### config.mk
export PLATFORM = sky130hd
export DESIGN_NAME = bp_fe_bp_gshare_ctrl
export DESIGN_NICKNAME = d
export VERILOG_FILES = /design/src/rtl/bp_fe_gshare_pkg.sv /design/src/rtl/bp_fe_gshare_upd_fifo.sv /design/src/rtl/bp_fe_bp_gshare_ctrl.sv
export SDC_FILE = /design/constraint.sdc
export NUM_CORES = 1
export LEC_CHECK = 0
export ABC_AREA = 0
export BUFFER_PORTS_ARGS = -buffer_cell sky130_fd_sc_hd__buf_2
export CAP_MARGIN = 10
export CELL_PAD_IN_SITES_DETAIL_PLACEMENT = 1
export CELL_PAD_IN_SITES_GLOBAL_PLACEMENT = 2
export CORE_ASPECT_RATIO = 0.6
export CORE_MARGIN = 2
export CORE_UTILIZATION = 30
export CTS_CLUSTER_SIZE = 24
export DETAILED_ROUTE_END_ITERATION = 16
export GPL_TIMING_DRIVEN = 0
export HOLD_SLACK_MARGIN = 0.02
export PLACE_DENSITY_LB_ADDON = 0.25
export SLEW_MARGIN = 20
export SYNTH_ARGS = -nofsm -noshare
export SYNTH_HDL_FRONTEND = slang
export SYNTH_SLANG_ARGS = --single-unit
### constraint.sdc
create_clock -name clk_i -period 4.63 [get_ports clk_i]
set_clock_uncertainty 0.15 [all_clocks]
set_input_delay 0.6945 -clock clk_i [delete_from_list [all_inputs] [get_ports clk_i]]
set_output_delay 0.6945 -clock clk_i [all_outputs]
set_load 0.005 [all_outputs]
### src/rtl/bp_fe_gshare_pkg.sv
// Shared types for the gshare sequencer: FSM states and the buffered update record.
// The update record width follows bht_idx_width_gp, which the top uses as its default index width.
package bp_fe_gshare_pkg;

  localparam int bht_idx_width_gp = 9;

  typedef enum logic {
    e_idle = 1'b0,
    e_resp = 1'b1
  } bp_gshare_state_e;

  typedef struct packed {
    logic [bht_idx_width_gp-1:0] idx;
    logic                        correct;
  } bp_gshare_upd_s;

endpackage

### src/rtl/bp_fe_gshare_upd_fifo.sv
// 1r1w queue of BHT training updates; data out is the head, valid while non-empty.
// ready_o comes straight from a registered full flag, so a same-cycle dequeue never frees a slot early.
module bp_fe_gshare_upd_fifo
  import bp_fe_gshare_pkg::*;
#(
  parameter int els_p = 2
) (
  input  logic           clk_i,
  input  logic           reset_i,
  input  logic           v_i,
  input  bp_gshare_upd_s data_i,
  output logic           ready_o,
  output logic           v_o,
  output bp_gshare_upd_s data_o,
  input  logic           yumi_i
);

  localparam int ptr_w_lp = (els_p > 1) ? $clog2(els_p) : 1;
  localparam int cnt_w_lp = $clog2(els_p + 1);

  bp_gshare_upd_s          mem_r [els_p];
  logic [ptr_w_lp-1:0]     wptr_r, rptr_r;
  logic [cnt_w_lp-1:0]     cnt_r, cnt_n;
  logic                    full_r, empty_r;
  logic                    enq, deq;

  assign ready_o = !full_r;
  assign v_o     = !empty_r;
  assign data_o  = mem_r[rptr_r];
  assign enq     = v_i && !full_r;
  assign deq     = yumi_i && !empty_r;

  always_comb begin
    cnt_n = cnt_r;
    if (enq && !deq)      cnt_n = cnt_r + 1'b1;
    else if (!enq && deq) cnt_n = cnt_r - 1'b1;
  end

  always_ff @(posedge clk_i) begin
    if (reset_i) begin
      wptr_r  <= '0;
      rptr_r  <= '0;
      cnt_r   <= '0;
      full_r  <= 1'b0;
      empty_r <= 1'b1;
    end else begin
      if (enq) wptr_r <= (wptr_r == ptr_w_lp'(els_p - 1)) ? '0 : wptr_r + 1'b1;
      if (deq) rptr_r <= (rptr_r == ptr_w_lp'(els_p - 1)) ? '0 : rptr_r + 1'b1;
      cnt_r   <= cnt_n;
      full_r  <= (cnt_n == cnt_w_lp'(els_p));
      empty_r <= (cnt_n == '0);
    end
  end

  always_ff @(posedge clk_i) begin
    if (enq) mem_r[wptr_r] <= data_i;
  end

endmodule

### src/rtl/bp_fe_bp_gshare_ctrl.sv
// Sequences fetch lookups and queued training writes onto a single-ported gshare BHT.
// Owns the global history: shifts in each prediction, restores from the backend snapshot on mispredict.
module bp_fe_bp_gshare_ctrl
  import bp_fe_gshare_pkg::*;
#(
  parameter int bht_idx_width_p   = bht_idx_width_gp,
  parameter int bp_cnt_sat_bits_p = 2,
  parameter int vaddr_width_p     = 39,
  parameter int upd_fifo_els_p    = 2
) (
  input  logic                       clk_i,
  input  logic                       reset_i,
  input  logic                       fetch_v_i,
  input  logic [vaddr_width_p-1:0]   fetch_pc_i,
  output logic                       fetch_ready_o,
  output logic                       pred_v_o,
  output logic                       pred_taken_o,
  output logic [bht_idx_width_p-1:0] pred_idx_o,
  output logic [bht_idx_width_p-1:0] pred_ghr_o,
  input  logic                       upd_v_i,
  input  logic [bht_idx_width_p-1:0] upd_idx_i,
  input  logic                       upd_correct_i,
  input  logic                       upd_taken_i,
  input  logic [bht_idx_width_p-1:0] upd_ghr_i,
  output logic                       upd_ready_o,
  output logic                       bp_r_v_o,
  output logic [bht_idx_width_p-1:0] bp_idx_r_o,
  input  logic                       bp_predict_i,
  output logic                       bp_w_v_o,
  output logic [bht_idx_width_p-1:0] bp_idx_w_o,
  output logic                       bp_correct_o
);

  localparam int w_lp = bht_idx_width_p;

  bp_gshare_state_e     state_r, state_n;
  logic [w_lp-1:0]      ghr_r, ghr_n;
  logic [w_lp-1:0]      pred_idx_r, pred_ghr_r;
  logic [w_lp-1:0]      lookup_idx;
  logic                 fetch_acc, upd_acc, repair;
  logic                 fifo_ready, fifo_v;
  bp_gshare_upd_s       fifo_din, fifo_dout;
  logic                 unused_bits;

  assign unused_bits = ^{fetch_pc_i[vaddr_width_p-1:w_lp+2], fetch_pc_i[1:0], upd_ghr_i[w_lp-1]};

  assign lookup_idx = fetch_pc_i[w_lp+1:2] ^ ghr_r;
  assign fetch_acc  = fetch_v_i && fetch_ready_o;

  assign upd_ready_o = fifo_ready && !reset_i;
  assign upd_acc     = upd_v_i && upd_ready_o;
  assign repair      = upd_acc && !upd_correct_i;
  assign fifo_din    = '{idx: upd_idx_i, correct: upd_correct_i};

  bp_fe_gshare_upd_fifo #(.els_p(upd_fifo_els_p)) upd_fifo (
    .clk_i  (clk_i),
    .reset_i(reset_i),
    .v_i    (upd_acc),
    .data_i (fifo_din),
    .ready_o(fifo_ready),
    .v_o    (fifo_v),
    .data_o (fifo_dout),
    .yumi_i (bp_w_v_o)
  );

  // Reads win the port; a full queue blocks fetch so the pending write gets a free slot.
  always_comb begin
    state_n       = state_r;
    fetch_ready_o = 1'b0;
    pred_v_o      = 1'b0;
    if (!reset_i) begin
      case (state_r)
        e_idle: begin
          fetch_ready_o = fifo_ready;
          if (fetch_v_i && fifo_ready) state_n = e_resp;
        end
        e_resp: begin
          pred_v_o = !repair;
          state_n  = e_idle;
        end
        default: state_n = e_idle;
      endcase
    end
  end

  assign bp_r_v_o     = fetch_acc;
  assign bp_idx_r_o   = fetch_acc ? lookup_idx : '0;
  assign bp_w_v_o     = !reset_i && !fetch_acc && fifo_v;
  assign bp_idx_w_o   = bp_w_v_o ? fifo_dout.idx : '0;
  assign bp_correct_o = bp_w_v_o && fifo_dout.correct;

  assign pred_taken_o = pred_v_o && bp_predict_i;
  assign pred_idx_o   = reset_i ? '0 : pred_idx_r;
  assign pred_ghr_o   = reset_i ? '0 : pred_ghr_r;

  always_comb begin
    ghr_n = ghr_r;
    if (repair)                ghr_n = {upd_ghr_i[w_lp-2:0], upd_taken_i};
    else if (state_r == e_resp) ghr_n = {ghr_r[w_lp-2:0], bp_predict_i};
  end

  always_ff @(posedge clk_i) begin
    if (reset_i) begin
      state_r    <= e_idle;
      ghr_r      <= '0;
      pred_idx_r <= '0;
      pred_ghr_r <= '0;
    end else begin
      state_r <= state_n;
      ghr_r   <= ghr_n;
      if (fetch_acc) begin
        pred_idx_r <= lookup_idx;
        pred_ghr_r <= ghr_r;
      end
    end
  end

  a_one_bht_op: assert property (@(posedge clk_i) !(bp_r_v_o && bp_w_v_o));
  a_cfg: assert property (@(posedge clk_i) (bp_cnt_sat_bits_p > 0) && (upd_fifo_els_p >= 2));

endmodule

Word level (Yosys, flattened, before mapping). Memories as Yosys holds them, arrays and structs flattened. A register that Yosys moved wholly into a read port is not among the register bits. Cells that the tools add are included. Widths: inputs -> output; s select.

RAM bits: 20. Output and inout port bits: 43. Input port bits: 64. Memories kept: 1. Word-level logic and storage cells: 60. Flip-flop bits (word level): 34.

Memory list: upd_fifo.mem_r (words 2, width 10, rd ports 1, clocked after Yosys merged registers in 1, wr ports 1, line bp_fe_gshare_upd_fifo.sv:21) `bp_gshare_upd_s mem_r [els_p];`.

Eq/ne operators: 1. Reduce and logical (&&, ||, !) cells: 23. Add/subtract/negate cells: 4. Bitwise operators: 2. Muxes and demuxes: 20.

Operator list (number): $mux 9 (6); $logic_and 1x1->1 (13); $mux 1 (11); $xor 9x9->9 (1); $logic_not 1->1 (8); $mux 2 (2); $add 1x1->1 const B (2); $add 2x1->2 const B (1); $eq 2x2->1 const B (1); $logic_not 2->1 (1); $pmux 1 s2 (1); $reduce_bool 2->1 (1); $sub 2x1->2 const B (1); $not 1->1 (1).

Longest topological paths before layout. Gate-level depths: netlist (run 1).

Depth in word-level cells: 12. Depth in mapped cells: 7. Mapped depth without buffers: 5.

Cells and area by module. Synthesis (run 1) repeated with hierarchy kept, for this count alone.

Cell total of the unflattened synthesis: 229. Area total of the unflattened synthesis: 2436.1 um^2.

By module, submodules not included: bp_fe_bp_gshare_ctrl (times used 1, sequential area each 560.5 um^2, area an instance 1383.8 um^2, cells each 160); bp_fe_gshare_upd_fifo (times used 1, sequential area each 740.7 um^2, area an instance 1052.3 um^2, cells each 69).

Worst setup path after synthesis (run 1). Ideal clock, no wire load.

Path type: input-to-output. From: input port reset_i. To: output port pred_taken_o. Stages on the path: 5. Data required time: 3786 ps. Data arrival time: 1608 ps. Slack: 2178 ps. Path through: nor3b_4 nand2b_2 buf_6 and3b_4 and2_4.

Longest elaborated chain between the ends: 8.

RTL lines: from (decl) (line bp_fe_bp_gshare_ctrl.sv:12) `input logic reset_i,`; $logic_not 1->1 (line bp_fe_bp_gshare_ctrl.sv:50) `assign upd_ready_o = fifo_ready && !reset_i;`; $logic_and 1x1->1 (line bp_fe_bp_gshare_ctrl.sv:50); $logic_and 1x1->1 (line bp_fe_bp_gshare_ctrl.sv:51) `assign upd_acc = upd_v_i && upd_ready_o;`; $logic_and 1x1->1 (line bp_fe_bp_gshare_ctrl.sv:52) `assign repair = upd_acc && !upd_correct_i;`; $logic_not 1->1 (line bp_fe_bp_gshare_ctrl.sv:78) `pred_v_o = !repair;`; $mux 1 (line bp_fe_bp_gshare_ctrl.sv:72) `case (state_r)`; $mux 1 (*) (line bp_fe_bp_gshare_ctrl.sv:71) `if (!reset_i) begin`; via pred_v_o (line bp_fe_bp_gshare_ctrl.sv:16) `output logic pred_v_o,`; $logic_and 1x1->1 (*) (line bp_fe_bp_gshare_ctrl.sv:92) `assign pred_taken_o = pred_v_o && bp_predict_i;`; to (decl) (line bp_fe_bp_gshare_ctrl.sv:17) `output logic pred_taken_o,`.

Mark *: on every way through the listed nets, which the timed path passes. The rest lies on a longest branch.

Worst setup path after layout (run 1).
From: input port reset_i. To: output port bp_idx_w_o[5].

Longest elaborated chain between the ends: 6. Elaborated cells between the ends (all ways): 7. Those cells by class: mux: 2; reduce/logical: 5.

RTL lines: $mux 1 (line bp_fe_bp_gshare_ctrl.sv:71); $logic_and 1x1->1 (line bp_fe_bp_gshare_ctrl.sv:48) `assign fetch_acc = fetch_v_i && fetch_ready_o;`; $logic_not 1->1 (line bp_fe_bp_gshare_ctrl.sv:88) `assign bp_w_v_o = !reset_i && !fetch_acc && fifo_v;`; $logic_and 1x1->1 (*) (2 in a row) (line bp_fe_bp_gshare_ctrl.sv:88); $mux 9 (*) (line bp_fe_bp_gshare_ctrl.sv:89) `assign bp_idx_w_o = bp_w_v_o ? fifo_dout.idx : '0;`; to (decl) (line bp_fe_bp_gshare_ctrl.sv:30) `output logic [bht_idx_width_p-1:0] bp_idx_w_o,`.

Mark *: on every way between the ends. The rest lies on a longest branch, timed or not.

==> impl_metrics.json, run 1 <==
{
  "critPathMostFrequentCell": "buf_2",
  "p_int_mw": 0.921,
  "io_buffer_count": 75,
  "worst_hold_slack_ps": 309,
  "drt_iter0_markers": 66,
  "vias_per_cell": 4.36,
  "cts_buffer_depth": 2,
  "grt_setup_unrepaired": "no",
  "final_max_slew_viol_count": 0,
  "combPwrFrac": 0.249,
  "cts_root_buf": "clkbuf_16",
  "hold_viol": 0,
  "vias": 1819,
  "path_buf_inv": 4,
  "fin_util": 0.393,
  "fin_crit_ps": 2830,
  "die_x_um": 121,
  "grt_antenna_before_repair": 0,
  "slew_headroom": 0.407,
  "seq_power_share": 0.463,
  "cp_slowest_stage_delay_ps": 420,
  "grt_use_total": 0.138,
  "cts.sinks": 55,
  "path_delay_family": "buffers and inverters",
  "start_util": 0.310,
  "layout.nets": 372,
  "power_density_nw_per_um2": 421,
  "clkPwrFrac": 0.288,
  "rows": 25,
  "switchingPower_mw": 0.384,
  "syn_inst": 226,
  "setup_viol": 0,
  "fmax_mhz": 353,
  "mostFrequentLayoutCells": "buf_2, nor2_1, dfxtp_1, mux2i_1",
  "syn-num-nets": 290,
  "syn-cell-area_um2": 2450,
  "gp_congestion": 0.726,
  "drcViolationCount": 0,
  "boundaryPins": 107,
  "die_height_um": 73.9,
  "required_ps": 3790,
  "crit_path_end_kind": "output pin",
  "cts_resized": 0,
  "path_cells": "buf_2, buf_2, or3_4, clkbuf_1, nor2_1, buf_2",
  "cts_tree": "built",
  "cts_setup_buffers": 0,
  "htree_levels": 2,
  "busiest_layer": "met1",
  "drt.antenna.violating_nets": 0,
  "clkLatencyLatePin_ps": 290,
  "hold_buffers": 0,
  "yosys_warnings": 0,
  "antennaDiodeCount": 0,
  "dp_hpwl_mm": 4.55,
  "die_area_um2": 8920,
  "synth.distinct_cells": 35,
  "fin_crit_sh": 0.612,
  "cts.clk_slew.worst_paths_ps": 70,
  "core_um2": 7880,
  "wl_per_cell_um": 14.3,
  "synth_area_per_cell_um2": 10.8,
  "dr.pass1.iters": 4,
  "ir_drop_v": 0.000125,
  "grt_use_met2": 0.195,
  "area_growth_pct": 26.8,
  "grt_overflow": 0,
  "path_max_fanout": 10,
  "p_leak_nw": 1.35,
  "grt_max_degree": 18,
  "grt_util_met1": 0.210,
  "layout_commonest_cell": "buf_2",
  "criticalPathCategory": "input port to output pin",
  "fin_setup_tns_ps": 0,
  "p_sw_frac": 0.294,
  "grt_pass1_wl_mm": 9.26,
  "cts_buffers": 5,
  "ys_ff_latch": 55,
  "wirelength_mm": 5.97,
  "grt_use_met3": 0.0337,
  "min_path_type": "register to register",
  "cp.arrival_ps": 1990,
  "grt_pass1_vias": 1768,
  "worst_slew_pin_slew_ps": 886,
  "cp_slowest_cell": "or3_4",
  "ys_seq_area_frac": 0.532,
  "cp-start-kind": "input port",
  "layout-drive-gt1-share": 0.353,
  "outcome": "finished clean",
  "max_cap_viol_count": 0,
  "num-fill-cells": 930
}
## routing by layer
metal / routed length, um / share of wire
met5: 0 / 0
met4: 55 / 0.0092
met3: 244 / 0.041
met2: 2380 / 0.40
met1: 3290 / 0.55
## area by class of cell
type,count,area [um2],share of cell area
Buffer,14,80.1,0.0258
Timing Repair Buffer,75,375,0.121
Sequential cell,55,1300,0.420
Clock buffer,5,125,0.0403
Tap cell,108,135,0.0436
Inverter,3,11.3,0.00363
Clock inverter,3,20.0,0.00645
Multi-Input combinational cell,154,1050,0.340
## synth_stat cells (all sizes together)
master  instances  area share
dfxtp          35        0.29
a21oi           9       0.018
nand2          20       0.031
a221o           1      0.0041
xnor3           1      0.0092
nor2b          18       0.046
nor2           38       0.060
a21o            9       0.028
clkbuf          5      0.0077
nor4            1      0.0026
buf             9       0.025
nor4b           1      0.0036
nand2b          2      0.0061
o21bai          1      0.0031
edfxtp         20        0.25
a211oi          9       0.046
and2            3      0.0087
mux2i          21       0.086
nor3            1      0.0020
and4b           1      0.0041
and3b           1      0.0051
nor3b           2       0.013
xnor2          12       0.043
inv             3      0.0046
or3             1      0.0046
nand3b          1      0.0031
a211o           1      0.0036
## power groups by stage
stage	Clock, mW	Sequential [mW]	Combinational, mW
after global routing	0.404	0.615	0.361
after floorplan	0	0.603	0.233
after detailed placement	0	0.616	0.331
after global placement	0	0.614	0.324
final	0.375	0.605	0.325
after CTS	0.389	0.605	0.333
## sequential cells by signal (all words and copies together) (netlist names), named ones only
name and count:
pred_ghr_r 9, upd_fifo.cnt_r 2, state_r 1, upd_fifo.mem_r 20
pred_idx_r 9, ghr_r 9, upd_fifo.wptr_r 1, upd_fifo.empty_r 1
upd_fifo.rptr_r 1, upd_fifo.full_r 1
## final timing paths
check | slack (ps) | cells after the start | startpoint | to
worst min-delay path | 310 | 2 | pred_ghr_r[6] | pred_ghr_r[6]
worst max-delay path | 1800 | 6 | reset_i | bp_idx_w_o[5]
worst min register to register | 310 | 2 | pred_ghr_r[6] | pred_ghr_r[6]
worst max register to register | 2770 | 2 | upd_fifo.full_r | upd_fifo.mem_r[1][0]
## through the flow
stage	worst slack [ps]	instances	power (mW)	cell area [um2]
global route	1680	417	1.38	3100
floorplan	2180	226	0.837	2450
finish	1800	417	1.31	3100
global placement	1770	409	0.938	2960
detailed placement	1780	409	0.948	2960
CTS	1780	417	1.33	3100
## kinds of logic (layout without fill, tap and decap cells)
logic type | after synthesis | count (layout) | synth area share
AND/OR/NAND/NOR | 90 | 90 | 0.190
flip-flops | 55 | 55 | 0.532
AO/OA/AOI/OAI | 30 | 30 | 0.103
multiplexers | 21 | 21 | 0.0859
buffers and inverters | 17 | 100 | 0.0373
XOR/XNOR | 13 | 13 | 0.0522
## worst register-to-register path: stages, from the launching register on
cell and delay, ps:
dfxtp_1 390, nor3b_4 450, and2_1 520
Power figures use the tool's default switching activity.
==> run 2, diff against run 1 <==
--- a/config.mk
+++ b/config.mk
@@ -12,7 +12,7 @@
 export CELL_PAD_IN_SITES_GLOBAL_PLACEMENT = 2
 export CORE_ASPECT_RATIO = 0.6
 export CORE_MARGIN = 2
-export CORE_UTILIZATION = 30
+export CORE_UTILIZATION = 28
 export CTS_CLUSTER_SIZE = 24
 export DETAILED_ROUTE_END_ITERATION = 16
 export GPL_TIMING_DRIVEN = 0
==> constraint.sdc (replaced) <==
create_clock -name clk_i -period 2.9 [get_ports clk_i]
set_clock_uncertainty 0.15 [all_clocks]
set_input_delay 0.435 -clock clk_i [delete_from_list [all_inputs] [get_ports clk_i]]
set_output_delay 0.435 -clock clk_i [all_outputs]
set_load 0.005 [all_outputs]
==> run 2 against run 1 <==
Sequential share of layout area decreased by 0.051 points. Utilization decreased by 2.8 points. Final cell count grew 0.96%.
==> impl_metrics.json, run 2 (synthesis results as in run 1) <==
{
  "outcome": "finished clean",
  "drt_iter0_markers": 45,
  "cts_resized": 0,
  "hold_viol": 0,
  "r2r_cells": 3,
  "final_max_slew_viol_count": 0,
  "cp_slowest_cell": "nor3b_4",
  "core_um2": 8490,
  "wl_per_cell_um": 15.1,
  "drt.antenna.violating_nets": 0,
  "cp.arrival_ps": 1840,
  "grt_max_degree": 18,
  "grt_pass1_vias": 1886,
  "fmax_mhz": 413,
  "largest_reg_flops": 20,
  "clkLatencyLatePin_ps": 290,
  "cp_slowest_stage_delay_ps": 450,
  "r2r-end": "upd_fifo.mem_r[0][0]",
  "layout_commonest_cell": "buf_2",
  "htree_levels": 2,
  "fin_crit_ps": 2420,
  "die_height_um": 76.4,
  "gp_congestion": 0.759,
  "path_max_fanout": 10,
  "grt_antenna_before_repair": 0,
  "area_growth_pct": 27.0,
  "cp-start-kind": "register",
  "dr.pass1.iters": 4,
  "p_leak_nw": 1.36,
  "wirelength_mm": 6.37,
  "fin_crit_sh": 0.835,
  "setup_viol": 0,
  "grt_pass1_wl_mm": 10.3,
  "startpoint": "upd_fifo.full_r",
  "ir_drop_v": 0.000230,
  "cts.clk_slew.worst_paths_ps": 70,
  "slew_headroom": 0.380,
  "power_density_nw_per_um2": 675,
  "dp_hpwl_mm": 4.92,
  "layout.nets": 372,
  "cts_buffer_depth": 2,
  "worst_slew_pin_slew_ps": 926,
  "grt_setup_unrepaired": "no",
  "max_cap_viol_count": 0,
  "setup.worst_path.end": "pred_taken_o",
  "path_cells": "nor3b_4, nand2b_2, buf_6, and3b_4, and2_4, buf_2",
  "cts_setup_buffers": 0,
  "cts_root_buf": "clkbuf_16",
  "vias": 1856,
  "required_ps": 2320,
  "min_path_type": "input port to register",
  "grt_use_total": 0.137,
  "rows": 26,
  "cts.sinks": 55,
  "r2r_slack_ps": 1030,
  "cts_tree": "built",
  "start_util": 0.288,
  "mostFrequentLayoutCells": "buf_2, nor2_1, dfxtp_1, mux2i_1",
  "fin_setup_tns_ps": 0,
  "die_x_um": 125,
  "cts_buffers": 5,
  "layout-drive-gt1-share": 0.353,
  "hold_buffers": 0,
  "drcViolationCount": 0,
  "vias_per_cell": 4.41,
  "die_area_um2": 9520,
  "crit_path_end_kind": "output pin",
  "largest_register": "upd_fifo.mem_r",
  "worst_hold_slack_ps": 181,
  "boundaryPins": 107,
  "grt_overflow": 0,
  "io_buffer_count": 75,
  "r2r-start": "upd_fifo.full_r",
  "criticalPathCategory": "register to output pin",
  "antennaDiodeCount": 0
}
run 2: cell count changes in the layout (fill, tap and decap cells not counted):
cell / previous run / this run
clkinvlp_4: 2 / 0
clkinvlp_2: 1 / 2
inv_6: 0 / 1
run 2: worst min-delay path by stage:
stage / start / end / cells after the start
after detailed placement: pred_ghr_r[8] / pred_ghr_r[8] / 2
after global placement: pred_ghr_r[1] / pred_ghr_r[1] / 2
after CTS: upd_idx_i[5] / upd_fifo.mem_r[1][6] / 1
after floorplan: pred_ghr_r[0] / pred_ghr_r[0] / 2
final: upd_idx_i[8] / upd_fifo.mem_r[1][9] / 1
after global routing: upd_idx_i[5] / upd_fifo.mem_r[1][6] / 1
run 2: area by class of cell:
cell class	count	area (um2)
Fill cell	948	5390
Inverter	3	11.3
Buffer	14	80.1
Tap cell	112	140
Clock inverter	3	18.8
Clock buffer	5	125
Multi-Input combinational cell	154	1050
Timing Repair Buffer	75	375
Sequential cell	55	1300
run 2: through the flow:
stage	std cells	power (mW)	worst slack, ps	area, um2	utilization
final	421	2.10	480	3110	0.366
after CTS	421	2.13	451	3110	0.366
after global routing	421	2.22	293	3110	0.366
after floorplan	226	1.34	967	2450	-
after global placement	413	1.50	557	2960	0.349
after detailed placement	413	1.52	563	2960	0.349
run 2: layer usage:
layer | track usage | up-vias | part of all wire
li1 | - | 929 | -
met3 | 0.0358 | 5 | 0.044
met4 | 0.0303 | 0 | 0.0072
met1 | 0.205 | 882 | 0.54
met5 | 0 | - | 0
met2 | 0.197 | 40 | 0.41
run 2: power breakdown:
group | internal [mW] | leakage [nW] | switching [mW]
Sequential | 0.901 | 0.470 | 0.0661
Clock | 0.320 | 0.0663 | 0.285
Combinational | 0.252 | 0.823 | 0.275
run 2: worst max-delay path: cells and delay by family (launching register included):
kind          cells  cell delay [ps]
flops             1              380
buf+inv           2              280
simple gates      4              880
==> run 3, diff against run 2 <==
--- a/config.mk
+++ b/config.mk
@@ -12,7 +12,7 @@
 export CELL_PAD_IN_SITES_GLOBAL_PLACEMENT = 2
 export CORE_ASPECT_RATIO = 0.6
 export CORE_MARGIN = 2
-export CORE_UTILIZATION = 28
+export CORE_UTILIZATION = 25
 export CTS_CLUSTER_SIZE = 24
 export DETAILED_ROUTE_END_ITERATION = 16
 export GPL_TIMING_DRIVEN = 0
==> constraint.sdc (replaced) <==
create_clock -name clk_i -period 1.9 [get_ports clk_i]
set_clock_uncertainty 0.15 [all_clocks]
set_input_delay 0.285 -clock clk_i [delete_from_list [all_inputs] [get_ports clk_i]]
set_output_delay 0.285 -clock clk_i [all_outputs]
set_load 0.005 [all_outputs]
==> run 3 against run 2 <==
The flow now finishes with violations (negative setup slack). Global-route usage is 0.54 points lower. Non-clock buffer count is 13 higher. Critical path depth is 1 lower. Worst hold slack worse by 150 ps. Die area is 11% higher. Critical endpoint is now bp_idx_w_o[5]. Largest cell class unchanged. Design area is 9.3% higher. Combinational power is 72% higher. Setup slack worse by 510 ps.
==> impl_metrics.json, run 3 (synthesis results as in run 1) <==
{
  "drt_iter0_markers": 82,
  "drt.antenna.violating_nets": 0,
  "drcViolationCount": 0,
  "cts_buffers": 5,
  "slew_headroom": 0.562,
  "grt_antenna_before_repair": 0,
  "r2r-start": "upd_fifo.full_r",
  "cts.clk_slew.worst_paths_ps": 70,
  "grt_pass1_vias": 1914,
  "p_sw_frac": 0.306,
  "core_um2": 9320,
  "clkPwrFrac": 0.278,
  "ir_drop_v": 0.000388,
  "largest_register": "upd_fifo.mem_r",
  "cts.sinks": 55,
  "fmax_mhz": 519,
  "fin_crit_sh": 1.01,
  "grt_use_total": 0.132,
  "io_buffer_count": 75,
  "fin_ws_ps": -28.0,
  "largest_reg_flops": 20,
  "crit_path_end_kind": "output pin",
  "p_leak_nw": 1.45,
  "grt_pass1_wl_mm": 10.5,
  "path_max_fanout": 5,
  "cts_tree": "built",
  "wl_per_cell_um": 14.9,
  "layout-drive-gt1-share": 0.435,
  "min_path_type": "input port to register",
  "layout_commonest_cell": "buf_2",
  "clkLatencyLatePin_ps": 300,
  "boundaryPins": 107,
  "min_from": "upd_idx_i[3]",
  "seq_power_share": 0.453,
  "criticalPathCategory": "register to output pin",
  "cts_buffer_depth": 2,
  "dp_slack_ps": -213,
  "max_cap_viol_count": 0,
  "hold_viol": 0,
  "rows": 27,
  "dr.pass1.iters": 4,
  "grt_setup_unrepaired": "yes",
  "outcome": "complete, but fails checks",
  "mostFrequentLayoutCells": "buf_2, dfxtp_1, mux2i_1, nand2_1, edfxtp_1",
  "r2r_slack_ps": 200,
  "die_height_um": 80.6,
  "die_x_um": 132,
  "power_density_nw_per_um2": 993,
  "p_int_mw": 2.34,
  "htree_levels": 2,
  "grt_overflow": 0,
  "antennaDiodeCount": 0,
  "seqCellArea_um2": 1310,
  "vias_per_cell": 4.24,
  "combPwrFrac": 0.269,
  "final_max_slew_viol_count": 0,
  "grt_max_degree": 19,
  "die_area_um2": 10600,
  "fin_cells": 452,
  "final_cell_area_um2": 3390,
  "worst_hold_slack_ps": 31.6,
  "layout.nets": 385,
  "violations": "negative setup slack",
  "dp_hpwl_mm": 4.90,
  "switchingPower_mw": 1.03,
  "multi_input_area_um2": 1140,
  "vias": 1915,
  "startpoint": "upd_fifo.full_r",
  "cp.arrival_ps": 1490,
  "required_ps": 1460,
  "worst_slew_pin_slew_ps": 657,
  "start_util": 0.262,
  "fin_crit_ps": 1930,
  "area_growth_pct": 38.7,
  "num-fill-cells": 1096,
  "setup_viol": 6,
  "gp_congestion": 0.729,
  "place_area_um2": 2980,
  "wirelength_mm": 6.72,
  "cp-start-kind": "register",
  "placed_cells": 431,
  "cts_root_buf": "clkbuf_16"
}
run 3: worst paths after layout:
check | end | depth (start not counted)
setup / recovery | bp_idx_w_o[5] | 5
hold / removal | upd_fifo.mem_r[0][4] | 1
hold reg to reg | pred_ghr_r[8] | 2
setup reg to reg | upd_fifo.empty_r | 6
run 3: worst max-delay path: stages (launching register included):
cell       delay (ps)
dfxtp_4           390
nor3b_4            50
or3_4             380
clkbuf_16         190
nor2_4             70
buf_2             110
run 3: routing by layer:
metal / global-route usage / up-vias / part of all wire
li1: - / 955 / -
met1: 0.192 / 918 / 0.53
met2: 0.187 / 38 / 0.42
met3: 0.0297 / 4 / 0.038
met4: 0.0489 / 0 / 0.011
met5: 0 / - / 0
run 3: power groups by stage:
stage | clock [mW] | sequential, mW | combinational [mW]
final | 0.937 | 1.53 | 0.905
after global routing | 1.04 | 1.55 | 1.00
after CTS | 0.972 | 1.53 | 0.869
after detailed placement | 0 | 1.50 | 0.807
after global placement | 0 | 1.50 | 0.800
after floorplan | 0 | 1.47 | 0.569
run 3: what timing repair did:
item	CTS	global route
hold buffers	5	2
endpoints found under the setup margin	20	40
gates resized for setup	28	17
pin swaps	13	4
setup buffers	4	3
hold endpoints to repair	10	4
gates cloned	1	0
run 3: per-stage QoR:
stage                util  total power, mW  setup TNS (ps)
detailed placement  0.320             2.31           -3510
finish              0.364             3.37            -117
floorplan               -             2.04               0
global route        0.364             3.59            -911
CTS                 0.356             3.37            -686
global placement    0.320             2.30           -3490
run 3: cell type report:
class	instances	share of cell area
timing repair buffer	90	0.154
clock buffer	5	0.0369
tap	130	0.0479
clock inverter	3	0.00701
sequential	55	0.386
inverter	3	0.00406
buffer	12	0.0284
multi-input combinational	154	0.336
